## src/rtl/state_pkg.sv

```systemverilog
// Movement states shared by draw_player_ctl and draw_player.
package state_pkg;
  typedef enum logic [1:0] {IDLE, LEFT, RIGHT} State;
endpackage

```

## src/rtl/draw_player.sv

```systemverilog
// Player sprite overlay: 2-clk pipeline compositing a procedural walking sprite onto VGA.
// Optional DRAW_PLAYER_BBOX_EN draws a red bounding-box outline for collision debugging.
module draw_player
  import state_pkg::*;
#(
  parameter int unsigned WIDTH    = 32,
  parameter int unsigned HEIGHT   = 48,
  parameter int unsigned Y_BASE   = 500,
  parameter int unsigned ANIM_DIV = 8
) (
  input  logic        clk,
  input  logic        rst,
  input  logic [11:0] xpos_player,
  input  logic [11:0] ypos_player,
  input  State        state,
  input  logic [10:0] vcount_in,
  input  logic        vsync_in,
  input  logic        vblnk_in,
  input  logic [10:0] hcount_in,
  input  logic        hsync_in,
  input  logic        hblnk_in,
  input  logic [11:0] rgb_in,
  output logic [10:0] vcount_out,
  output logic        vsync_out,
  output logic        vblnk_out,
  output logic [10:0] hcount_out,
  output logic        hsync_out,
  output logic        hblnk_out,
  output logic [11:0] rgb_out
);

  localparam int unsigned CntW = $clog2(ANIM_DIV);
  localparam logic [CntW-1:0] CntMax = CntW'(ANIM_DIV - 1);

  localparam logic [12:0] W     = 13'(WIDTH);
  localparam logic [12:0] H     = 13'(HEIGHT);
  localparam logic [12:0] YB    = 13'(Y_BASE);
  localparam logic [12:0] HQ1   = 13'(HEIGHT / 4);
  localparam logic [12:0] HQ3   = 13'(3 * HEIGHT / 4);
  localparam logic [12:0] WQ1   = 13'(WIDTH / 4);
  localparam logic [12:0] WQ3   = 13'(3 * WIDTH / 4);
  localparam logic [12:0] WE3   = 13'(3 * WIDTH / 8);
  localparam logic [12:0] WE5   = 13'(5 * WIDTH / 8);
  localparam logic [12:0] EyeR  = 13'(WIDTH - 6);

  // Frame snapshot
  logic [11:0]     snap_x_q, snap_x_d;
  logic [11:0]     snap_y_q, snap_y_d;
  logic            snap_valid_q, snap_valid_d;
  logic            facing_right_q, facing_right_d;
  logic [1:0]      pose_q, pose_d;
  logic [CntW-1:0] anim_cnt_q, anim_cnt_d;

  // Stage 1
  logic [10:0] vcount_q, hcount_q;
  logic        vsync_q, hsync_q, vblnk_q, hblnk_q;
  logic [11:0] rgb_q;
  logic        in_box_q, in_box_d;
  logic [12:0] rx_q, rx_d, ry_q, ry_d;

  logic [12:0] hx, vx, x0, top;
  logic [11:0] rgb_d;
  logic        eye, head, body, legs;

  always_comb begin
    snap_x_d       = snap_x_q;
    snap_y_d       = snap_y_q;
    snap_valid_d   = snap_valid_q;
    facing_right_d = facing_right_q;
    pose_d         = pose_q;
    anim_cnt_d     = anim_cnt_q;
    if (hcount_in == 11'd0 && vcount_in == 11'd0) begin
      snap_x_d     = xpos_player;
      snap_y_d     = ypos_player;
      snap_valid_d = 1'b1;
      if (state == RIGHT) facing_right_d = 1'b1;
      else if (state == LEFT) facing_right_d = 1'b0;
      if (state == IDLE) begin
        pose_d     = 2'd0;
        anim_cnt_d = '0;
      end else if (pose_q == 2'd0) begin
        // First walking frame shows immediately.
        pose_d     = 2'd1;
        anim_cnt_d = '0;
      end else if (anim_cnt_q == CntMax) begin
        pose_d     = (pose_q == 2'd1) ? 2'd2 : 2'd1;
        anim_cnt_d = '0;
      end else begin
        anim_cnt_d = anim_cnt_q + 1'b1;
      end
    end
  end

  // 13-bit arithmetic so box edges past 4095 never wrap onto low rows/columns.
  always_comb begin
    hx       = {2'b00, hcount_in};
    vx       = {2'b00, vcount_in};
    x0       = {1'b0, snap_x_q};
    top      = YB + {1'b0, snap_y_q};
    in_box_d = snap_valid_q && (hx >= x0) && (hx < x0 + W) && (vx >= top) && (vx < top + H);
    rx_d     = hx - x0;
    ry_d     = vx - top;
  end

  always_comb begin
    eye  = (ry_q >= 13'd4) && (ry_q <= 13'd5) &&
           (facing_right_q ? (rx_q >= EyeR && rx_q <= EyeR + 13'd1)
                           : (rx_q >= 13'd4 && rx_q <= 13'd5));
    head = (ry_q < HQ1) && (rx_q >= WQ1) && (rx_q < WQ3);
    body = (ry_q >= HQ1) && (ry_q < HQ3);
    legs = (ry_q >= HQ3) && (((rx_q < WE3) && (pose_q != 2'd2)) ||
                             ((rx_q >= WE5) && (pose_q != 2'd1)));
    rgb_d = rgb_q;
    if (in_box_q && !hblnk_q && !vblnk_q) begin
`ifdef DRAW_PLAYER_BBOX_EN
      if (rx_q == 13'd0 || rx_q == W - 13'd1 || ry_q == 13'd0 || ry_q == H - 13'd1)
        rgb_d = 12'hF00;
      else
`endif
      if (eye) rgb_d = 12'h000;
      else if (head) rgb_d = 12'hFC9;
      else if (body) rgb_d = 12'h36F;
      else if (legs) rgb_d = 12'h333;
    end
  end

  always_ff @(posedge clk) begin
    if (rst) begin
      snap_x_q       <= '0;
      snap_y_q       <= '0;
      snap_valid_q   <= 1'b0;
      facing_right_q <= 1'b1;
      pose_q         <= 2'd0;
      anim_cnt_q     <= '0;
      vcount_q       <= '0;
      hcount_q       <= '0;
      vsync_q        <= 1'b0;
      hsync_q        <= 1'b0;
      vblnk_q        <= 1'b0;
      hblnk_q        <= 1'b0;
      rgb_q          <= '0;
      in_box_q       <= 1'b0;
      rx_q           <= '0;
      ry_q           <= '0;
      vcount_out     <= '0;
      hcount_out     <= '0;
      vsync_out      <= 1'b0;
      hsync_out      <= 1'b0;
      vblnk_out      <= 1'b0;
      hblnk_out      <= 1'b0;
      rgb_out        <= '0;
    end else begin
      snap_x_q       <= snap_x_d;
      snap_y_q       <= snap_y_d;
      snap_valid_q   <= snap_valid_d;
      facing_right_q <= facing_right_d;
      pose_q         <= pose_d;
      anim_cnt_q     <= anim_cnt_d;
      vcount_q       <= vcount_in;
      hcount_q       <= hcount_in;
      vsync_q        <= vsync_in;
      hsync_q        <= hsync_in;
      vblnk_q        <= vblnk_in;
      hblnk_q        <= hblnk_in;
      rgb_q          <= rgb_in;
      in_box_q       <= in_box_d;
      rx_q           <= rx_d;
      ry_q           <= ry_d;
      vcount_out     <= vcount_q;
      hcount_out     <= hcount_q;
      vsync_out      <= vsync_q;
      hsync_out      <= hsync_q;
      vblnk_out      <= vblnk_q;
      hblnk_out      <= hblnk_q;
      rgb_out        <= rgb_d;
    end
  end

endmodule

```

## config.mk

```make
export PLATFORM = sky130hd
export DESIGN_NAME = draw_player
export DESIGN_NICKNAME = d
export VERILOG_FILES = /design/src/rtl/state_pkg.sv /design/src/rtl/draw_player.sv
export SDC_FILE = /design/constraint.sdc
export NUM_CORES = 1
export LEC_CHECK = 0
export ABC_AREA = 1
export BUFFER_PORTS_ARGS = -buffer_cell sky130_fd_sc_hd__buf_2
export CELL_PAD_IN_SITES_DETAIL_PLACEMENT = 1
export CELL_PAD_IN_SITES_GLOBAL_PLACEMENT = 2
export CORE_MARGIN = 4
export CORE_UTILIZATION = 34
export CTS_BUF_LIST = sky130_fd_sc_hd__clkbuf_4 sky130_fd_sc_hd__clkbuf_8 sky130_fd_sc_hd__clkbuf_16
export CTS_CLUSTER_SIZE = 24
export DETAILED_ROUTE_END_ITERATION = 10
export GPL_ROUTABILITY_DRIVEN = 0
export PLACE_DENSITY = 0.93
export SYNTH_ARGS = -nofsm -noshare
export SYNTH_HDL_FRONTEND = slang
export SYNTH_SLANG_ARGS = --single-unit
```

## constraint.sdc

```tcl
create_clock -name clk -period 6.4 [get_ports clk]
set_clock_uncertainty 0.05 [all_clocks]
set_input_delay 1.28 -clock clk [delete_from_list [all_inputs] [get_ports clk]]
set_output_delay 1.28 -clock clk [all_outputs]
set_load 0.01 [all_outputs]
```

==> qor.yml, run 1 <==
timing:
  rsz0062_at_grt: "false"
  fin_crit_ns: 2.83
  finalSetupViolations: 0
  hold_viol_final: 0
  tns_ns: 0
  finalCritPeriodShare_pct: 44.2
  final-max-slew-violation-count: 0
  clock.fmax_ghz: 0.353
  slew_headroom_pct: 38.4
  worst_slew_pin_slew_ns: 0.924
  fin_ws_ns: 3.57
logic_synthesis:
  syn_area_per_cell_um2: 7.33
  seq_area_frac_synth_pct: 41.9
  synth_edf_count: 0
  synth_area_leaders: "dfxtp_1 42%, inv_1 8.5%, ha_1 8.1%"
  yosysWarnings: 0
  synth_area_leader_cell: "dfxtp_1"
  synth.distinct_cells: 42
  synth_area_mm2: 0.00630
  yosys_register_bits: 132
  synth-async-reset-ratio_pct: 0
  synth_nets: 969
  ys.flop_type: "dfxtp_1"
  synthCells: 860
  synth.top_cell.area_share_pct: 41.9
die:
  std_cell_rows: 49
  fp.dieW_um: 144
  fp.dieH_um: 144
  core_mm2: 0.0181
  start_util_pct: 34.8
  die_area_mm2: 0.0208
  top_level_ports: 104
clocking:
  cts-htree-levels: 4
  postCtsSetupRepairBufs: 0
  path_clk_slew_ns: 0.06
  ctsResizeCount: 0
  numCtsBuffers: 17
  cts_buffer_depth: 2
  ctsHoldBuffers: 0
  cts_tree: "built"
  clock_latency_ns: 0.42
  cts.sinks: 132
  cts_root_buf: "clkbuf_16"
critical_path:
  crit_chain: "nand2_1 > nand2_4 > nand2_1 > and2_1 > ha_1 > nor2_2 > xor2_1 > ha_1 > a21oi_1 > o21a_1 > nand2_1 > nand2_1 > a21oi_1 > nand2_1 > nand3_1 > nor2_1"
  end_kind: "flip-flop"
  path_class: "reg2reg"
  cp_slowest_cell: "dfxtp_1"
  start_kind: "flip-flop"
  worstPathArrival_ns: 3.14
  path_buf_inv: 0
  worst_path_largest_cell_delay_ns: 0.49
  path_delay_family: "simple AND/OR/NAND/NOR gates"
  cp_max_fo: 4
  required_ns: 6.71
  cp_common_cell: "nand2_1"
pwr:
  p_leak_nw: 3.74
  total_power_mw: 2.05
  vdd_drop_max_mv: 0.194
  powerDensity_mw_per_mm2: 268
placed_design:
  port_buffers: 103
  dpl_worst_slack_ns: 3.19
  place_hpwl_um: 13300
finish:
  nNetsFinal: 1072
  multi_input_area_mm2: 0.00302
  n_fill_cell: 2317
  seqCellArea_mm2: 0.00264
  synthToLayoutAreaGrowth_pct: 21.3
  n_antenna_cell: 0
  layout-drive-gt1-share_pct: 17.4
status:
  status: "finished clean"
drt:
  remaining_drc_errors: 0
  vias: 5629
  wl_per_cell_um: 14.2
  routed_wl_um: 17200
  viasPerCell: 4.67
  drt-initial-drc-count: 250
  dr.pass1.iters: 4
  final_antenna_net_count: 0
global_route:
  grtUsageTotal_pct: 17.3
  grt_pass1_wl_um: 28600
  grt_overflow: 0
  antenna_found_initial: 0
  grt_start_max_net_pins: 87
  grt_pass1_vias: 5831
hold_path:
  hp-class: "reg2reg"
flow_run:
  max_cap_viol_count: 0
-- area by class of cell --
cell class,instances,share of cell area (%)
multi-input cells,559,39.5
flip-flops and latches,132,34.6
inverters,147,7.22
repair buffers,106,7.04
clock buffers,18,5.66
well taps,229,3.75
clock inverters,14,2.31
-- layout by cell type (no fill, tap or decap), types with 4 or more instances in the layout --
cell type,synthesis,routed
inv_1,143,143
nand2_1,134,134
dfxtp_1,132,132
nor2_1,128,128
buf_2,6,103
a21oi_1,87,87
o21ai_0,52,52
ha_1,41,41
nand3_1,38,38
clkbuf_16,0,17
nand4_1,13,13
nand2_2,6,6
xor2_1,6,6
nor2_2,5,5
nand2_4,4,4
nand3_2,4,4
nor3_1,4,4
o21ai_1,4,4
clkinv_4,0,4
-- cell usage after synthesis (2+ instances only) --
library cell,count
a21o_1,2
a21oi_1,87
and3_1,2
buf_2,6
clkbuf_1,16
dfxtp_1,132
fa_1,2
ha_1,41
inv_1,143
inv_2,3
nand2_1,134
nand2_2,6
nand2_4,4
nand3_1,38
nand3_2,4
nand4_1,13
nor2_1,128
nor2_2,5
nor2_4,3
nor3_1,4
nor4_1,2
o21a_1,3
o21ai_0,52
o21ai_1,4
o31ai_1,2
xnor2_1,3
xor2_1,6
-- registers in the layout (all words and copies together), names as in the netlist, 2 cells and up --
name and cells:
snap_x_q 12, hcount_q 11, rx_q 12, vcount_out 11, pose_q 2, rgb_q 12, rgb_out 12, snap_y_q 12
ry_q 12, vcount_q 11, hcount_out 11, anim_cnt_q 3
-- logic make-up after synthesis --
kind of cell | after synthesis | share of synthesized area [%]
AND/OR/NAND/NOR | 348 | 24.3
XOR/XNOR | 9 | 1.25
adder cells (fa/ha/maj) | 43 | 8.78
buffers and inverters | 169 | 10.2
AO/OA/AOI/OAI | 159 | 13.5
flip-flops | 132 | 41.9
-- metrics by stage --
stage          hold slack [ns]  cell area [um^2]  util (%)  instances
5_1_grt                  0.365              7650      42.3       1205
4_1_cts                  0.355              7650      42.3       1205
3_3_place_gp             0.343              7040      38.9       1173
6_report                 0.353              7650      42.3       1205
2_1_floorplan            0.338              6300         -        860
3_5_place_dp             0.347              7040      38.9       1173
-- report_power, final --
part / leakage [nW] / internal (mW) / switching [mW]
combinational: 2.36 / 0.0654 / 0.113
sequential: 1.09 / 0.855 / 0.0113
clock: 0.295 / 0.621 / 0.385
-- worst min-delay path, stage by stage, from the launching register on --
cell and delay [ns]:
dfxtp_1 0.29, inv_1 0.04, nor2_1 0.03
-- per-layer routing --
layer | part of all wire, % | vias to the layer above | global-route usage, %
met5 | 0 | - | 0
met4 | 1.6 | 0 | 4.91
met3 | 4.1 | 19 | 4.13
met2 | 45 | 96 | 28.2
met1 | 49 | 2579 | 23.0
li1 | - | 2935 | -
-- path summary, 6_finish.rpt --
kind                            startpoint                       end  slack (ns)  cells after the start
setup / recovery  snap_y_q[2]$_SDFFE_PP0P_       in_box_q$_SDFF_PP0_        3.57                     16
hold / removal      vcount_q[3]$_SDFF_PP0_  vcount_out[3]$_SDFF_PP0_        0.35                      2
setup reg to reg  snap_y_q[2]$_SDFFE_PP0P_       in_box_q$_SDFF_PP0_        3.57                     16
hold reg to reg     vcount_q[3]$_SDFF_PP0_  vcount_out[3]$_SDFF_PP0_        0.35                      2
No activity file was read; power rests on OpenSTA's default activity.
==> inputs of run 2 (changes only) <==
CORE_UTILIZATION = 29   (was 34)
PLACE_DENSITY = 0.85   (was 0.93)
clock period = 2.4 ns   (was 6.4 ns; I/O delays follow)
==> qor.yml, run 2 (synthesis results as in run 1) <==
clocking:
  cts-htree-levels: 4  # unchanged
  path_clk_slew_ns: 0.06  # about the same
  cts.sinks: 132  # unchanged
  numCtsBuffers: 17  # unchanged
  cts_tree: "built"  # unchanged
  cts_root_buf: "clkbuf_16"  # unchanged
  cts_buffer_depth: 2  # unchanged
  ctsHoldBuffers: 0  # unchanged
  clock_latency_ns: 0.42  # about the same
drt:
  vias: 5710  # was 5629
  final_antenna_net_count: 0  # unchanged
  routed_wl_um: 18100  # was 17200 um
  wl_per_cell_um: 14.3  # was 14.2 um
  dr.pass1.iters: 4  # unchanged
  viasPerCell: 4.49  # was 4.67
  remaining_drc_errors: 0  # unchanged
  drt-initial-drc-count: 199  # was 250
finish:
  synthToLayoutAreaGrowth_pct: 27.8  # was 21.3%
  seqCellArea_mm2: 0.00265  # was 0.00264 mm^2
  mostFrequentLayoutCells: "140 x inv_1, 128 x dfxtp_1, 126 x nor2_1"  # was 143 x inv_1, 134 x nand2_1, 132 x dfxtp_1
  nNetsFinal: 1092  # was 1072
  final_cells: 1271  # was 1205
  n_fill_cell: 2661  # was 2317
  final_common_cell: "inv_1"  # unchanged
  layout-drive-gt1-share_pct: 22.3  # was 17.4%
  multi_input_area_mm2: 0.00317  # was 0.00302 mm^2
critical_path:
  worstPathArrival_ns: 2.57  # was 3.14 ns
  cp_max_fo: 6  # was 4
  required_ns: 2.70  # was 6.71 ns
  start_kind: "flip-flop"  # unchanged
  end_kind: "flip-flop"  # unchanged
  path_class: "reg2reg"  # unchanged
die:
  top_level_ports: 104  # unchanged
  fp.dieH_um: 155  # was 144 um
  fp.dieW_um: 155  # was 144 um
  start_util_pct: 29.7  # was 34.8%
  core_mm2: 0.0212  # was 0.0181 mm^2
  std_cell_rows: 53  # was 49
  die_area_mm2: 0.0242  # was 0.0208 mm^2
pwr:
  p_leak_nw: 3.88  # was 3.74 nW
  vdd_drop_max_mv: 0.391  # was 0.194 mV
  total_power_mw: 5.51  # was 2.05 mW
  powerDensity_mw_per_mm2: 684  # was 268 mW/mm^2
timing:
  finalCritPeriodShare_pct: 94.7  # was 44.2%
  worst_slew_pin_slew_ns: 0.831  # was 0.924 ns
  fin_crit_ns: 2.27  # was 2.83 ns
  final-max-slew-violation-count: 0  # unchanged
  slew_headroom_pct: 44.6  # was 38.4%
  timing.hold.ws_ns: 0.220  # was 0.353 ns
  rsz0062_at_grt: "true"  # was false
  clock.fmax_ghz: 0.440  # was 0.353 GHz
  hold_viol_final: 0  # unchanged
  tns_ns: 0  # unchanged
  fin_ws_ns: 0.127  # was 3.57 ns
  finalSetupViolations: 0  # unchanged
global_route:
  grt_start_max_net_pins: 88  # was 87
  grt_pass1_vias: 5610  # was 5831
  grt_pass1_wl_um: 28600  # unchanged
  grtUsageTotal_pct: 14.9  # was 17.3%
  grt_overflow: 0  # unchanged
  antenna_found_initial: 0  # unchanged
placed_design:
  dpl_worst_slack_ns: -0.0601  # was 3.19 ns
  place_hpwl_um: 13900  # was 13300 um
  placedCellCount: 1235  # was 1173
  port_buffers: 103  # unchanged
flow_run:
  max_cap_viol_count: 0  # unchanged
status:
  status: "finished clean"  # unchanged
hold_path:
  hp-class: "in2reg"  # was reg2reg
==> run 2: stage by stage <==
step | area, um^2 | util [%]
after detailed placement | 7240 | 34.1
final | 8050 | 37.9
after global routing | 8050 | 37.9
after CTS | 7890 | 37.2
after floorplan | 6300 | -
after global placement | 7240 | 34.1
==> run 2: final cells by class <==
cell class / instances / share of cell area (%)
Clock buffer: 20 / 5.72
Tap cell: 275 / 4.27
Sequential cell: 132 / 32.9
Timing Repair Buffer: 126 / 8.95
Inverter: 147 / 6.88
Clock inverter: 11 / 1.90
Antenna cell: 1 / 0.0311
Multi-Input combinational cell: 559 / 39.3
==> run 2: worst max-delay path: stages (launching register included) <==
cell	delay (ns)
dfxtp_4	0.36
ha_4	0.18
nor2_2	0.12
nor2_4	0.06
buf_4	0.15
ha_2	0.40
nand2_1	0.11
nor2_1	0.18
nand3_1	0.11
nand4_1	0.15
nand2_1	0.09
nand2_2	0.09
a21oi_1	0.07
nor2_1	0.08
==> run 2: layer usage <==
layer  track usage [%]  vias to the layer above  wire length [um]
met2              23.4                      114              8100
met4              4.04                        0               229
met1              20.9                     2608              9090
li1                  -                     2975                 -
met5                 0                        -                 0
met3              3.09                       13               718
==> run 2: timing repair <==
item	CTS	global route
resized for setup	6	39
setup buffers	2	2
endpoints found under the setup margin	3	6
hold endpoints to repair	0	0
pin swaps	2	13
==> run 2: worst paths after layout <==
check	startpoint	end	slack, ns	cells past startpoint
max reg2reg	snap_y_q[3]$_SDFFE_PP0P_	in_box_q$_SDFF_PP0_	0.13	13
max	snap_y_q[3]$_SDFFE_PP0P_	in_box_q$_SDFF_PP0_	0.13	13
min	rgb_in[3]	rgb_q[3]$_SDFF_PP0_	0.22	3
min reg2reg	hcount_q[10]$_SDFF_PP0_	hcount_out[10]$_SDFF_PP0_	0.35	2
==> run 2: where the power goes <==
group	total [mW]	internal (mW)	switching [mW]	leakage [nW]
registers	2.31	2.28	0.0309	1.09
logic	0.502	0.189	0.313	2.49
clock network	2.70	1.70	0.999	0.304
total	5.51	4.17	1.34	3.88
